==> src/rtl/traffic_light_monitor.sv <==
// Traffic light sequence monitor: samples both lamp groups, tracks the six-phase cycle and latches the first fault.
// Define TRAFFIC_LIGHT_MONITOR_DWELL_CHECK_EN to add the min/max dwell checks (fault codes 4 and 5).
module traffic_light_monitor #(
    parameter logic [7:0] GREEN_CYC  = 8'd6,
    parameter logic [7:0] YELLOW_CYC = 8'd2,
    parameter logic [7:0] ALLRED_CYC = 8'd2
) (
    input  logic       clk,
    input  logic       reset,
    input  logic [2:0] lightA,
    input  logic [2:0] lightB,
    input  logic       clear,
    output logic       fault,
    output logic [2:0] fault_code,
    output logic       locked,
    output logic [2:0] phase,
    output logic [7:0] cycles_done
);
    localparam logic [2:0] LAMP_G  = 3'b001;
    localparam logic [2:0] LAMP_Y  = 3'b010;
    localparam logic [2:0] LAMP_R  = 3'b100;
    localparam logic [2:0] PH_NONE = 3'd7;

    typedef enum logic {UNLOCKED, LOCKED} state_t;

    state_t     state_q, state_d;
    logic [2:0] a_q, a_d, b_q, b_d;
    logic [2:0] phase_q, phase_d;
    logic [7:0] dwell_q, dwell_d;
    logic [7:0] cycles_q, cycles_d;
    logic       fault_q, fault_d;
    logic [2:0] code_q, code_d;

    logic [2:0] obs, nxt, code_now;
    logic [7:0] dwell_inc;
    logic       hold, adv;
    logic       err1, err2, err3, err4, err5;

`ifdef TRAFFIC_LIGHT_MONITOR_DWELL_CHECK_EN
    logic       first_q, first_d;
    logic [7:0] limit;
`endif

    if (GREEN_CYC == 8'd0 || YELLOW_CYC == 8'd0 || ALLRED_CYC == 8'd0) begin : g_bad_dwell_param
        $error("traffic_light_monitor: dwell parameters must lie in 1..255");
    end

    // Decode the sampled lamps and classify faults for this cycle.
    always_comb begin
        a_d = lightA;
        b_d = lightB;
        obs = PH_NONE;
        if (a_q == LAMP_G && b_q == LAMP_R)      obs = 3'd0;
        else if (a_q == LAMP_Y && b_q == LAMP_R) obs = 3'd1;
        else if (a_q == LAMP_R && b_q == LAMP_G) obs = 3'd3;
        else if (a_q == LAMP_R && b_q == LAMP_Y) obs = 3'd4;
        else if (a_q == LAMP_R && b_q == LAMP_R) begin
            // All-red is only meaningful relative to the phase it follows.
            if (phase_q == 3'd1 || phase_q == 3'd2)      obs = 3'd2;
            else if (phase_q == 3'd4 || phase_q == 3'd5) obs = 3'd5;
        end

        nxt       = (phase_q == 3'd5) ? 3'd0 : phase_q + 3'd1;
        hold      = (state_q == LOCKED) && (obs == phase_q);
        adv       = (state_q == LOCKED) && (obs == nxt);
        dwell_inc = (dwell_q == 8'hff) ? 8'hff : dwell_q + 8'd1;

        err1 = !$onehot(a_q) || !$onehot(b_q);
        err2 = (a_q != LAMP_R) && (b_q != LAMP_R);
        err3 = (state_q == LOCKED) && !hold && !adv;
        err4 = 1'b0;
        err5 = 1'b0;
`ifdef TRAFFIC_LIGHT_MONITOR_DWELL_CHECK_EN
        case (phase_q)
            3'd0, 3'd3: limit = GREEN_CYC;
            3'd1, 3'd4: limit = YELLOW_CYC;
            default:    limit = ALLRED_CYC;
        endcase
        err4 = adv && !first_q && (dwell_q < limit);
        err5 = hold && !first_q && ({1'b0, dwell_inc} == {1'b0, limit} + 9'd1);
`endif

        code_now = 3'd0;
        if (err1)      code_now = 3'd1;
        else if (err2) code_now = 3'd2;
        else if (err3) code_now = 3'd3;
        else if (err4) code_now = 3'd4;
        else if (err5) code_now = 3'd5;
    end

    always_comb begin
        state_d  = state_q;
        phase_d  = phase_q;
        dwell_d  = dwell_q;
        cycles_d = cycles_q;
`ifdef TRAFFIC_LIGHT_MONITOR_DWELL_CHECK_EN
        first_d  = first_q;
`endif
        case (state_q)
            UNLOCKED: begin
                if (obs == 3'd0 || obs == 3'd3) begin
                    state_d = LOCKED;
                    phase_d = obs;
                    dwell_d = 8'd1;
`ifdef TRAFFIC_LIGHT_MONITOR_DWELL_CHECK_EN
                    first_d = 1'b1;
`endif
                end
            end
            LOCKED: begin
                if (hold) begin
                    dwell_d = dwell_inc;
                end else if (adv) begin
                    phase_d = obs;
                    dwell_d = 8'd1;
`ifdef TRAFFIC_LIGHT_MONITOR_DWELL_CHECK_EN
                    first_d = 1'b0;
`endif
                    if (phase_q == 3'd5 && cycles_q != 8'hff)
                        cycles_d = cycles_q + 8'd1;
                end
            end
            default: state_d = UNLOCKED;
        endcase

        if (code_now != 3'd0) begin
            state_d  = UNLOCKED;
            phase_d  = PH_NONE;
            dwell_d  = 8'd0;
            cycles_d = cycles_q;
        end

        // A clear makes room for a fault detected in the same cycle.
        if (clear) begin
            fault_d = (code_now != 3'd0);
            code_d  = code_now;
        end else begin
            fault_d = fault_q || (code_now != 3'd0);
            code_d  = (code_q == 3'd0) ? code_now : code_q;
        end
    end

    always_ff @(posedge clk or posedge reset) begin
        if (reset) begin
            a_q      <= LAMP_R;
            b_q      <= LAMP_R;
            state_q  <= UNLOCKED;
            phase_q  <= PH_NONE;
            dwell_q  <= 8'd0;
            cycles_q <= 8'd0;
            fault_q  <= 1'b0;
            code_q   <= 3'd0;
`ifdef TRAFFIC_LIGHT_MONITOR_DWELL_CHECK_EN
            first_q  <= 1'b0;
`endif
        end else begin
            a_q      <= a_d;
            b_q      <= b_d;
            state_q  <= state_d;
            phase_q  <= phase_d;
            dwell_q  <= dwell_d;
            cycles_q <= cycles_d;
            fault_q  <= fault_d;
            code_q   <= code_d;
`ifdef TRAFFIC_LIGHT_MONITOR_DWELL_CHECK_EN
            first_q  <= first_d;
`endif
        end
    end

    assign fault       = fault_q;
    assign fault_code  = code_q;
    assign locked      = (state_q == LOCKED);
    assign phase       = phase_q;
    assign cycles_done = cycles_q;
endmodule

==> config.mk <==
export PLATFORM = sky130hd
export DESIGN_NAME = traffic_light_monitor
export DESIGN_NICKNAME = d
export VERILOG_FILES = /design/src/rtl/traffic_light_monitor.sv
export SDC_FILE = /design/constraint.sdc
export NUM_CORES = 1
export LEC_CHECK = 0
export BUFFER_PORTS_ARGS = -buffer_cell sky130_fd_sc_hd__buf_2
export CAP_MARGIN = 5
export CELL_PAD_IN_SITES_DETAIL_PLACEMENT = 0
export CELL_PAD_IN_SITES_GLOBAL_PLACEMENT = 1
export CORE_MARGIN = 2
export CORE_UTILIZATION = 42
export DETAILED_ROUTE_END_ITERATION = 8
export GPL_ROUTABILITY_DRIVEN = 0
export MAX_ROUTING_LAYER = met4
export PLACE_DENSITY = 0.85
export RECOVER_POWER = 25
export SYNTH_ARGS = -nofsm -noshare
export SYNTH_HDL_FRONTEND = slang
export SYNTH_SLANG_ARGS = --single-unit
==> constraint.sdc <==
create_clock -name clk -period 3.5 [get_ports clk]
set_clock_uncertainty 0.1 [all_clocks]
set_input_delay 0.175 -clock clk [delete_from_list [all_inputs] [get_ports clk]]
set_output_delay 0.175 -clock clk [all_outputs]
set_load 0.02 [all_outputs]
### Word-level counts from Yosys, hierarchy flattened

Cells that the tools add are included.

| operators by class | value |
|---|---|
| $add $sub $neg | 6 |
| $mul | 0 |
| div/mod/pow operators | 0 |
| magnitude comparators | 0 |
| equal/unequal tests | 21 |
| shift operators | 0 |
| mux-type cells | 22 |
| bitwise gates (word level) | 3 |
| reduce and logical (&&, ||, !) cells | 26 |

Operators by type and width:

| kind | number |
|---|---|
| two-way mux 3 bit | 13 |
| equality test 3 x 2 -> 1 bit, second input constant | 4 |
| equality test 3 bit, second input constant | 4 |
| logical AND 1 bit | 11 |
| equality test 3 x 1 -> 1 bit, second input constant | 3 |
| inequality test 3 bit, second input constant | 3 |
| adder 8 x 1 -> 8 bit, second input constant | 1 |
| two-way mux 2 bit | 4 |
| inequality test 8 bit, second input constant | 1 |
| equality test 3 bit | 2 |
| zero test 3 bit | 2 |
| case mux 3 bit (2 select lines) | 1 |
| logical OR 1 bit | 5 |
| AND reduction 5 bit | 1 |
| adder 1 x 1 -> 2 bit | 2 |
| adder 2 x 1 -> 2 bit | 2 |
| equality test 2 x 1 -> 1 bit, second input constant | 2 |
| zero test 1 bit | 4 |
| two-way mux 1 bit | 4 |
| adder 3 x 1 -> 3 bit, second input constant | 1 |
| inequality test 3 x 1 -> 1 bit, second input constant | 1 |
| inequality test 3 x 2 -> 1 bit, second input constant | 1 |
| NOT 1 bit | 3 |
| AND reduction 3 bit | 1 |
| 2 further kinds | 2 |

| storage, ports and cells | value |
|---|---|
| flip-flop bits (word level) | 22 |
| bits in latches | 0 |
| memory bits (writable) | 0 |
| bits in read-only memories | 0 |
| bits of input ports | 9 |
| logic and storage cells | 85 |
| memories kept | 0 |

### Depth between registers and ports, before layout

| depth | value |
|---|---|
| depth in word-level cells | 20 |
| depth in mapped cells | 9 |
| depth with buffers taken out | 9 |

### Worst setup path before layout

OpenSTA, ideal clock, no wires.

| path | value |
|---|---|
| kind | register to register |
| start | register a_q[0] |
| end | register fault_q (netlist: fault) |
| arrival time | 2,535 ps |
| required time | 3,258 ps |
| setup slack | 723 ps |
| cell stages (with the launch flop) | 8 |
| period minus slack after synthesis | 2,777 ps |
| cells stage by stage | dfrtp_1 -> or4b_1 -> buf_2 -> o21a_1 -> or4_4 -> a31o_4 -> a311oi_4 -> o21ai_0 |

| on the way | value |
|---|---|
| cells in the longest elaborated chain, start to end | 18 |
| elaborated cells between the ends (all ways) | 34 |

Ends and longest elaborated chain:

| item | RTL line | source |
|---|---|---|
| start, declared | 27 | `logic [2:0] a_q, a_d, b_q, b_d;` |
| start signal, assigned | 145 | `a_q <= LAMP_R;` |
| start signal, assigned | 157 | `a_q <= a_d;` |
| equality test 3 bit | 55, 56, 57 |  |
| logical AND 1 bit | 57 | `else if (a_q == LAMP_R && b_q == LAMP_R) begin` |
| two-way mux 3 bit | 57 |  |
| two-way mux 3 bit | 56 | `else if (a_q == LAMP_R && b_q == LAMP_Y) obs = 3'd4;` |
| two-way mux 3 bit | 55 | `else if (a_q == LAMP_R && b_q == LAMP_G) obs = 3'd3;` |
| two-way mux 3 bit | 54 | `else if (a_q == LAMP_Y && b_q == LAMP_R) obs = 3'd1;` |
| two-way mux 3 bit | 53 | `if (a_q == LAMP_G && b_q == LAMP_R) obs = 3'd0;` |
| equality test 3 bit | 64 | `hold = (state_q == LOCKED) && (obs == phase_q);` |
| [... 2 more ...] | n/a |  |
| logical AND 1 bit (2 in series) | 70 | `err3 = (state_q == LOCKED) && !hold && !adv;` |
| two-way mux 2 bit | 86 | `else if (err3) code_now = 3'd3;` |
| two-way mux 2 bit | 85 | `else if (err2) code_now = 3'd2;` |
| two-way mux 2 bit * | 84 | `if (err1) code_now = 3'd1;` |
| nonzero test 3 bit * | 135, 138 |  |
| logical OR 1 bit | 138 | `fault_d = fault_q \|\| (code_now != 3'd0);` |
| two-way mux 1 bit * | 134 | `if (clear) begin` |
| net fault_d | 31 | `logic fault_q, fault_d;` |
| end signal, assigned | 163 | `fault_q <= fault_d;` |
| end, declared | 31 |  |

Mark *: on every way through the listed nets, which the timed path passes. The rest lies on a longest branch.
A chain may end at the register's enable or synchronous reset.

### Worst setup path in the final report

Same ends and word-level chain as after synthesis.

==> metrics <==
outcome=completed; wirelength, routed=about 2900 um; Slew Limit Fails=0; #FFs+latches synth=21; core area=3078 sq um; crit-path max cell delay=0.69 ns; Pwr Density=259.6 nW/um^2; critical path cell sequence=or4b_1, o21a_1, or4_4, a31o_4, a311oi_4, o21ai_0; post-synth top area share=29.20%; Initial Util=44.55%; clock sink count=21; ys async rst share=100.0%; CP max-delay cell=or4b_1; unrepaired setup endpoints after global routing=false; TritonCTS buffer count=3; Synth warnings=0; Startpoint Class=flip-flop; Primary FF master, synth=dfrtp_1; GR Util met1=22.90%; hpwl dp=2154 um; Setup WS pre-CTS=0.4911 ns; CP required=between 3 and 4 ns; HP Class=reg2reg; Die X=61.14 um; Final setup viols=0; post-synth top area cell=dfrtp_1; post-synthesis sequential area ratio=38.78%; Synth Area per Inst=9.866 sq um; grt peak-use layer=met2; Clk Latency, worst-skew pair=0.30 ns; Worst Tran Pin Value=0.7510 ns; final hold violation count=0; DR vias/cell=5.443; CTS H-tree lvls=1; maximum clock rate=329.6 MHz; DR DRC count=0; clk root buf=clkbuf_4; hold_ws=slightly below 0.4 ns; # diodes=0; largest net degree at the start of global routing=22; remaining antenna violation count=0; Synth cell types=54; footprint of the multi-input gates=780.7 sq um; maxcap violations=0; Mapped Cells=139; Crit path buffers/inverters=0; First-pass DRT Iterations=4; top cells by count, synth=dfrtp_1 (16), nand2_1 (10), nor2_1 (8); die area=3738 sq um; WL/cell=13.60 um; Arr. time, crit path=3.10 ns; CP Max Fanout=7; fill cell total of the finished layout=291; worst setup margin=approximately 0.47 ns; FF+latch area=531.8 sq um; Period Utilization, post-route=86.68%; number of I/O pins=25; P_leak=0.7097 nW; Slew headroom=49.88%; total gr overflow=0; Max clock buf depth=2; Crit path max-delay family=simple AND/OR/NAND/NOR gates; CP endpoint kind=flip-flop; worst reg2reg startpoint=a_q[0]$_DFF_PP0_; vias in the first global route=1109; synthesized cell area=~1400 sq um; post-cts sizing count=0; port buffer count=23; most numerous cell in the Yosys netlist=dfrtp_1; GRT met2 Usage=32.07%; min Tclk post-route=3.034 ns; syn_nets=151; Vias=1154; layout net count=181; Rows=20; Sum Neg Setup Slack=0 ns; layout cells sized above 1=around 22%; initial antenna violation count=0; synthesis-to-layout area growth=18.34%; VDD IR max=0.0001952 V; GRT met3 Usage=2.521%; HP Start=cycles_done[5]$_DFFE_PP0P_; Setup CP Type=reg2reg; GRT Util Overall=18.31%; EDFF count, synth=0; crit path from=a_q[0]$_DFF_PP0_; Synth area leaders=dfrtp_1 (29%), dfstp_2 (9.6%), xnor2_1 (4.5%), fa_1 (2.9%), nand2_1 (2.7%); die extent in y=61.14 um; Worst-path clk slew=0.12 ns; first-pass GRT wire length=4954 um; CTS tree=built; Initial DRC Count=70
[registers in the layout, summed over array words and instances, names as in the netlist]
name         cells
cycles_done      8
a_q              3
b_q              3
phase            3
fault_code       2
fault            1
locked           1
[kinds of logic (layout without fill, tap and decap cells)]
logic type	Yosys count	after routing	share of synthesized area (%)
other	1	1	0.2735
AOI/OAI and AO/OA	29	29	17.98
muxes	2	2	1.551
xor gates and xnor gates	9	9	5.748
adders and majority gates	3	3	3.832
buffers and inverters	14	43	4.289
DFF	21	21	38.78
and+or+nand+nor	60	60	27.56
[stage by stage]
stage	area (sq um)	util [%]	power, mW	cells
3_3_place_gp	1516	49.27	0.3021	200
2_1_floorplan	1371	-	0.2907	139
3_5_place_dp	1516	49.27	0.3037	200
5_1_grt	1623	52.72	0.4484	212
4_1_cts	1627	52.85	0.4277	212
6_report	1623	52.72	0.4212	212
[layer usage]
layer  share of wire [%]  up-vias  routed length (um)
li1                    -      571                   -
met1                  46      566                1326
met2                  52       15                1485
met3                 2.1        2                  61
met4                0.35        0                  10
met5                   0        -                   0
[cell usage in the layout (no fill, tap or decap), drive strengths merged, types with 2 or more instances in the layout]
master	n
dfrtp	16
nand3	6
dfstp	5
buf	21
nor2	8
and3b	2
clkbuf	6
nor4	2
inv	7
nand3b	4
o21a	5
or4	2
xor2	2
nand2	10
nor2b	2
nor3	5
nand2b	4
xnor2	7
dlygate4sd3	8
o2111ai	2
fa	2
o21ai	5
a311oi	2
o211ai	2
nand4	4
o31ai	3
nor4bb	2
[final timing paths]
check	to	slack [ns]	cells past startpoint
min in group asynchronous	cycles_done[6]$_DFFE_PP0P_	0.44	3
max reg2reg	fault$_DFF_PP0_	0.47	6
max in group asynchronous	fault$_DFF_PP0_	2.39	3
min reg2reg	cycles_done[5]$_DFFE_PP0P_	0.40	1
max	fault$_DFF_PP0_	0.47	6
min	cycles_done[5]$_DFFE_PP0P_	0.40	1
[cell type report]
| class | count | share of cell area [%] |
|---|---|---|
| Tap cell | 44 | 3.392 |
| Clock buffer | 3 | 1.388 |
| Clock inverter | 1 | 0.4626 |
| Timing Repair Buffer | 32 | 12.26 |
| Inverter | 7 | 1.619 |
| Multi-Input combinational cell | 104 | 48.11 |
| Sequential cell | 21 | 32.77 |
[where the power goes]
group          internal (mW)  switching (mW)
Combinational         0.0230          0.0265
Sequential             0.249         0.00748
Clock                 0.0434          0.0721
[timing repair]
action | CTS | global route
setup buffers | 0 | 0
hold endpoints to repair | 23 | 0
hold buffers | 8 | 0
Power figures use the tool's default switching activity.
